## config.mk

```make
export PLATFORM = sky130hd
export DESIGN_NAME = jump_physics
export DESIGN_NICKNAME = d
export VERILOG_FILES = /design/src/rtl/jump_physics.sv
export SDC_FILE = /design/constraint.sdc
export NUM_CORES = 1
export LEC_CHECK = 0
export ABC_AREA = 1
export ABC_CLOCK_PERIOD_IN_PS = 2400
export CAP_MARGIN = 20
export CORE_UTILIZATION = 55
export DETAILED_ROUTE_END_ITERATION = 8
export PLACE_DENSITY_LB_ADDON = 0.15
export SLEW_MARGIN = 20
export SYNTH_ARGS = -nofsm -noshare
export SYNTH_HDL_FRONTEND = slang
export SYNTH_SLANG_ARGS = --single-unit
export TNS_END_PERCENT = 50
```

## constraint.sdc

```tcl
create_clock -name Clk -period 2.4 [get_ports Clk]
set_input_delay 0.24 -clock Clk [delete_from_list [all_inputs] [get_ports Clk]]
set_output_delay 0.24 -clock Clk [all_outputs]
set_load 0.005 [all_outputs]
```

## src/rtl/jump_physics.sv

```systemverilog
// jump_physics: frame-ticked jump / gravity integrator for a sprite's vertical axis.
// Optional double jump is compiled in when the macro JUMP_DOUBLE_EN is defined.
module jump_physics #(
  parameter int VEL_W     = 10,
  parameter int Y_W       = 10,
  parameter int V0        = 10,
  parameter int GRAV_STEP = 2,
  parameter int HOLD      = 2,
  parameter int V_MAX     = 10,
  parameter int GROUND_Y  = 400
) (
  input  logic                    Clk,
  input  logic                    Reset,
  input  logic                    frame_tick,
  input  logic                    jump_req,
  output logic signed [VEL_W-1:0] velocity,
  output logic        [Y_W-1:0]   y_pos,
  output logic                    on_ground,
  output logic                    landed,
  output logic                    apex
);
  localparam int PW = Y_W + 2;
  localparam int HW = (HOLD > 1) ? $clog2(HOLD) : 1;
  localparam logic signed [VEL_W-1:0] LAUNCH_V  = VEL_W'(-V0);
  localparam logic signed [VEL_W:0]   GRAV_V    = (VEL_W+1)'(GRAV_STEP);
  localparam logic signed [VEL_W:0]   VMAX_V    = (VEL_W+1)'(V_MAX);
  localparam logic signed [PW-1:0]    GROUND_P  = PW'(GROUND_Y);
  localparam logic        [Y_W-1:0]   GROUND_U  = Y_W'(GROUND_Y);
  localparam logic        [HW-1:0]    HOLD_LAST = HW'(HOLD - 1);

  typedef enum logic [1:0] {IDLE, RISE, FALL, LAND} state_t;

  state_t                  state, state_n;
  logic signed [VEL_W-1:0] vel_n;
  logic        [Y_W-1:0]   y_n;
  logic        [HW-1:0]    hold_cnt, hold_n;
  logic                    landed_n, apex_n;
  logic signed [PW-1:0]    y_sum;
  logic signed [VEL_W:0]   vel_step;
  logic                    relaunch;

`ifdef JUMP_DOUBLE_EN
  logic jump_q, pending, used;
  logic rise_edge, airborne, airborne_n;

  assign rise_edge  = jump_req & ~jump_q;
  assign airborne   = (state == RISE) || (state == FALL);
  assign airborne_n = (state_n == RISE) || (state_n == FALL);
  assign relaunch   = pending & ~used;

  // Edge detect and pending flag run every Clk; the pending flag is consumed on the next tick.
  always_ff @(posedge Clk or posedge Reset) begin
    if (Reset) begin
      jump_q  <= 1'b0;
      pending <= 1'b0;
      used    <= 1'b0;
    end else begin
      jump_q <= jump_req;
      if (frame_tick) begin
        pending <= rise_edge & airborne_n;
        if (state_n == LAND)
          used <= 1'b0;
        else if (airborne && relaunch)
          used <= 1'b1;
      end else if (rise_edge && airborne) begin
        pending <= 1'b1;
      end
    end
  end
`else
  assign relaunch = 1'b0;
`endif

  assign on_ground = Reset || (state == IDLE) || (state == LAND);

  always_comb begin
    // NOTE: every next-state variable gets a default first so no path can infer a latch.
    state_n  = state;
    vel_n    = velocity;
    y_n      = y_pos;
    hold_n   = hold_cnt;
    landed_n = 1'b0;
    apex_n   = 1'b0;
    y_sum    = $signed({2'b00, y_pos}) + PW'(velocity);
    vel_step = (VEL_W+1)'(velocity) + GRAV_V;
    if (frame_tick) begin
      case (state)
        IDLE: if (jump_req) begin
          state_n = RISE;
          vel_n   = LAUNCH_V;
          hold_n  = '0;
        end
        RISE: begin
          if (relaunch) begin
            vel_n  = LAUNCH_V;
            hold_n = '0;
          end else if (y_sum < 0) begin
            y_n     = '0;
            vel_n   = '0;
            hold_n  = '0;
            state_n = FALL;
            apex_n  = 1'b1;
          end else begin
            y_n = y_sum[Y_W-1:0];
            if (hold_cnt == HOLD_LAST) begin
              hold_n = '0;
              if (vel_step >= 0) begin
                vel_n   = '0;
                state_n = FALL;
                apex_n  = 1'b1;
              end else begin
                vel_n = vel_step[VEL_W-1:0];
              end
            end else begin
              hold_n = hold_cnt + HW'(1);
            end
          end
        end
        FALL: begin
          // Ground contact wins over both gravity and a pending double jump.
          if (y_sum >= GROUND_P) begin
            y_n      = GROUND_U;
            vel_n    = '0;
            hold_n   = '0;
            state_n  = LAND;
            landed_n = 1'b1;
          end else if (relaunch) begin
            vel_n   = LAUNCH_V;
            hold_n  = '0;
            state_n = RISE;
          end else begin
            y_n = y_sum[Y_W-1:0];
            if (hold_cnt == HOLD_LAST) begin
              hold_n = '0;
              vel_n  = (vel_step > VMAX_V) ? VMAX_V[VEL_W-1:0] : vel_step[VEL_W-1:0];
            end else begin
              hold_n = hold_cnt + HW'(1);
            end
          end
        end
        LAND: if (!jump_req) state_n = IDLE;
        default: state_n = IDLE;
      endcase
    end
  end

  // NOTE: sequential state uses non-blocking assignments only.
  always_ff @(posedge Clk or posedge Reset) begin
    if (Reset) begin
      state    <= IDLE;
      y_pos    <= GROUND_U;
      velocity <= '0;
      hold_cnt <= '0;
      landed   <= 1'b0;
      apex     <= 1'b0;
    end else begin
      state    <= state_n;
      y_pos    <= y_n;
      velocity <= vel_n;
      hold_cnt <= hold_n;
      landed   <= landed_n;
      apex     <= apex_n;
    end
  end
endmodule

```

Word-level counts from Yosys, hierarchy flattened --
Index checks and enable logic that the tools add are counted.
Operators by class: shifts and indexed selects 0, multiply operators 0, reductions and logical operators 9, bitwise gates (word level) 0, equality and inequality tests 9, $add $sub $neg 3, mux-type cells 31, $lt $le $gt $ge 4, divide/modulo/power cells 0
Operators by type and width (number):
- 2-to-1 mux 10 bit | 9
- one-hot mux 10 bit (3 select lines) | 1
- one-hot mux 10 bit (2 select lines) | 1
- adder 11 x 10 -> 12 bit | 1
- greater-or-equal comparator 12 x 10 -> 1 bit, second input constant | 1
- less-than comparator 12 x 1 -> 1 bit, second input constant | 1
- 2-to-1 mux 1 bit | 12
- 2-to-1 mux 2 bit | 6
- adder 10 x 3 -> 11 bit, second input constant | 1
- greater-or-equal comparator 11 x 1 -> 1 bit, second input constant | 1
- greater-than comparator 11 x 5 -> 1 bit, second input constant | 1
- != test 3 bit, second input constant | 3
- one-hot mux 2 bit (4 select lines) | 1
- != test 2 bit, second input constant | 3
- AND reduction 6 bit | 1
- AND reduction 5 bit | 1
- == test 2 bit, second input constant | 2
- one-hot mux 1 bit (3 select lines) | 1
- AND reduction 3 bit | 1
- nonzero test 3 bit | 1
- == test 2 x 1 -> 1 bit, second input constant | 1
- zero test 2 bit | 1
- logical OR 1 bit | 2
- AND reduction 2 bit | 1
- 2 further kinds | 2
Storage, ports and cells: bits in read-only memories 0, memories kept 0, flip-flop bits (word level) 25, input port bits 4, output and inout bits 23, bits in latches 0, bits in writable memories 0

Longest topological paths before layout --
depth after elaboration 7, depth in mapped cells 18, depth with buffers taken out 17

Least setup slack after synthesis --
No wires, ideal clock.
kind reg2reg, from register velocity[6], to register y_pos[3], setup slack 0.304 ns, setup time 0.122 ns, cell stages (with the launch flop) 15, data arrival time 1.974 ns, buffers on the path 1, cells stage by stage dfrtp_1 ha_1 nand2_2 clkinv_1 nand2_1 nand2_1 nand2_1 nand3_1 nand2_1 nand2_1 buf_4 nor2_1 inv_2 a21oi_1 nor2_1
Between the ends: longest elaborated chain between the ends 4, elaborated cells on any way between the ends 6, classes of those cells 1 x add/sub; 2 x order compare; 3 x mux
Ends and longest elaborated chain:
- start: declaration | RTL line 16 | output logic signed [VEL_W-1:0] velocity,
- start signal: assignment | RTL line 159 | velocity <= vel_n;
- adder 11 x 10 -> 12 bit * | RTL line 84 | y_sum = $signed({2'b00, y_pos}) + PW'(velocity);
- greater-or-equal comparator 12 x 10 -> 1 bit or less-than comparator 12 x 1 -> 1 bit (tied branches) | RTL line 121, 97
- 2-to-1 mux 10 bit, on equally long branches | RTL line 121, 97
- one-hot mux 10 bit (2 select lines) * | RTL line 87 | case (state)
- end signal: assignment | RTL line 158 | y_pos <= y_n;
- end: declaration | RTL line 17 | output logic [Y_W-1:0] y_pos,
Every way passes the cells marked *; elsewhere a longest branch is shown, timed or not. A chain may end at the register's enable or synchronous reset.

Worst setup path after layout --
from register y_pos[2], to register velocity[9]
Between the ends: longest elaborated chain between the ends 4, elaborated cells on any way between the ends 9, classes of those cells 1 x add/sub; 2 x order compare; 2 x eq/ne; 3 x mux; 1 x reduce/logical
Ends and longest elaborated chain (RTL line):
- adder 11 x 10 -> 12 bit * | 84
- greater-or-equal comparator 12 x 10 -> 1 bit or less-than comparator 12 x 1 -> 1 bit (tied branches) | 121, 97
- != test 3 bit (no source line) (tied with other cells)
- AND reduction 5 bit (no source line) or one-hot mux 10 bit (3 select lines) (tied branches)
Marked as above.

==> flow_metrics.py <==
metrics = {
    "logic_synthesis": {
        "synth_area_sq_um": 2080,
        "syn_avg_cell_area_sq_um": 6.61,
        "ys_seq_area_share_pct": 29.0,
        "synth_cell_types": 32,
        "ys.flop_type": "dfrtp_1",
        "async_reset_ff_share_pct": 100,
        "netlist_top_cells_count": "nand2_1, nand3_1, inv_1",
        "yosys_register_bits": 24,
        "synth_area_leaders": "dfrtp_1, nand2_1, nand3_1, ha_1, inv_1",
        "synth_most_common_cell": "nand2_1",
        "synth_edf_count": 0,
        "synthesis.nets": 334,
        "synth_warnings": 0,
        "synth_top_cell_by_area": "dfrtp_1",
        "yosys.area.top_type_share_pct": 25.3,
        "syn_inst": 315,
    },
    "clock_network": {
        "path_clk_slew_ns": 0.09,
        "cts_buffers": 3,
        "cts.sinks": 24,
        "clock_path_buffers": 2,
        "cts_root_buf": "clkbuf_8",
        "htree_levels": 1,
        "clock_latency_ns": 0.27,
        "tritoncts": "done",
    },
    "placement": {
        "dp_hpwl_microns": 4230,
        "gp_congestion": 1.05,
        "postPlaceCellArea_sq_um": 2440,
        "port_buffers": 25,
    },
    "finish": {
        "fin_nets": 374,
        "diodes": 0,
        "area_growth_pct": 29.9,
        "fill_cells": 282,
        "drive_above_1_share_pct": 19.5,
        "fin_area_sq_um": 2700,
    },
    "worst_setup_path": {
        "timing.rr.end": "velocity[9]",
        "path_buf_inv": 0,
        "critPathRequiredTime_ns": 2.62,
        "cp_top_family": "simple AND/OR/NAND/NOR gates",
        "crit_path_top_delay_cell": "dfrtp_1",
        "path_cells": "ha_4 -> nand2_1 -> nand2_2 -> nand2_1 -> nand2_2 -> nand2_1 -> nand2_1 -> nand2_1 -> nand2_1 -> nand3_1 -> nand3_2 -> nand2_4 -> nand3_4 -> nand2_4 -> nor2_4 -> nand2_2 -> nand2_2",
        "critical_path_arrival_ns": 2.59,
        "worst_r2r_path_depth": 17,
        "crit-reg2reg-launch": "y_pos[2]",
        "start_kind": "flip-flop",
        "cp_max_fo": 8,
        "reg2reg_slack_ns": 0.03,
        "end_kind": "flip-flop",
        "crit_path_max_incr_delay_ns": 0.46,
        "criticalPathCategory": "flip-flop to flip-flop",
        "path_common_cell": "nand2_1",
    },
    "global_route": {
        "grt_pass1_vias": 2097,
        "grt.total_usage_pct": 31.3,
        "grt_first_pass_wirelength_microns": 9830,
        "antenna_found_initial": 0,
        "grt_max_degree": 25,
        "overflow": 0,
    },
    "drt": {
        "met1_length_microns": 2660,
        "drcViolationCount": 0,
        "drt-total-wl_microns": 5990,
        "routed-wl-met3_microns": 379,
        "wl_met2_microns": 2840,
        "antenna_left": 0,
        "routedWlPerCell_microns": 15.0,
        "drtPass1Iterations": 4,
        "num_vias": 2215,
        "drt-initial-drc-count": 179,
        "via_per_inst": 5.54,
        "highest_layer": "met4",
    },
    "sta": {
        "final.period_utilization_pct": 98.7,
        "setup-tns-final_ns": 0,
        "finalSetupViolations": 0,
        "drv_slew": 0,
        "max_freq_mhz": 422,
        "fin_skew_ns": 0.00316,
        "period_minus_slack_ns": 2.37,
        "finalHoldViolCount": 0,
        "slew_headroom_pct": 55.0,
        "rsz0062_at_grt": "yes",
        "worstMarginPinSlew_ns": 0.674,
    },
    "job": {
        "drv_cap": 0,
    },
    "worst_hold_path": {
        "min_path_type": "primary input to asynchronous set/reset pin",
    },
    "floorplanning": {
        "std_cell_rows": 21,
        "ios": 27,
        "core_sq_um": 3470,
        "die-area_sq_um": 4030,
        "initial_core_util_pct": 60.0,
        "die_y_microns": 63.5,
        "die_w_microns": 63.5,
    },
    "run_status": {
        "outcome": "finished clean",
    },
}
## worst max-delay path by stage
stage | endpoint | startpoint | slack (ns) | depth (start not counted)
after floorplan | y_pos[3] | velocity[6] | 0.30 | 14
after global placement | y_pos[3] | velocity[6] | 0.06 | 9
after detailed placement | y_pos[3] | y_pos[8] | 0.03 | 9
after CTS | y_pos[3] | y_pos[8] | 0.02 | 11
after global routing | velocity[8] | y_pos[8] | -0.13 | 14
final | velocity[9] | y_pos[2] | 0.03 | 17
## sequential cells by signal (all words and copies together) (netlist names)
register and count:
apex 1, state 2, velocity 9, y_pos 10, landed 1, hold_cnt 1
## layout make-up
cell class	instances	area [sq um]	share of cell area (%)
multi-input combinational	247	1450	53.6
sequential	24	604	22.4
timing repair buffer	42	383	14.2
inverter	37	139	5.14
tap	46	57.6	2.13
clock buffer	3	41.3	1.53
clock inverter	1	30.0	1.11
## cell families (layout without fill, tap and decap cells)
kind of cell               count (synthesis)  after routing  share of synthesized area, %
DFF                                       24             24                          29.0
other                                      1              1                         0.180
and+or+nand+nor                          196            196                          41.9
adders and majority gates                 15             15                          9.02
buffers and inverters                     44             83                          8.72
AOI/OAI and AO/OA                         26             26                          6.98
xor gates and xnor gates                   9              9                          4.15
## metrics by stage
stage | setup WS [ns] | std cells | utilization (%) | hold WS, ns
floorplan | 0.304 | 315 | - | 0.261
global placement | 0.0645 | 392 | 70.5 | 0.472
detailed placement | 0.0318 | 392 | 70.5 | 0.480
CTS | 0.0183 | 396 | 72.5 | 0.383
global route | -0.132 | 400 | 78.0 | 0.429
finish | 0.0300 | 400 | 78.0 | 0.369
## layer usage
metal  global-route usage (%)  vias up
li1                         -     1093
met2                     49.7       88
met3                     5.07       14
met1                     43.6     1020
met4                     8.81        0
met5                        0        -
## worst min-delay path: cells and delay by family
kind	cells	cell delay (ns)
buf+inv	3	0.81
## placed cells by master, fill, tap and decap left out, types with 5 or more instances in the layout
master and n:
nand2_1 87, nand3_1 43, inv_1 34, nor2_1 27, clkdlybuf4s50_1 25, dfrtp_1 21
nand2_2 17, buf_4 14, a21oi_1 8, ha_1 8, nand4_1 7, o21ai_1 6
xor2_1 6, nand3_2 5, ha_4 5
## repair_timing
item | 4_1_cts | 5_1_grt
hold buffers | 0 | 0
buffers inserted | 0 | 3
gates resized for setup | 0 | 35
endpoints found under the setup margin | 0 | 21
hold endpoints to repair | 0 | 0
Power is not shown: default switching activity piles up to over one toggle a cycle in this logic, so the estimate is an artifact.
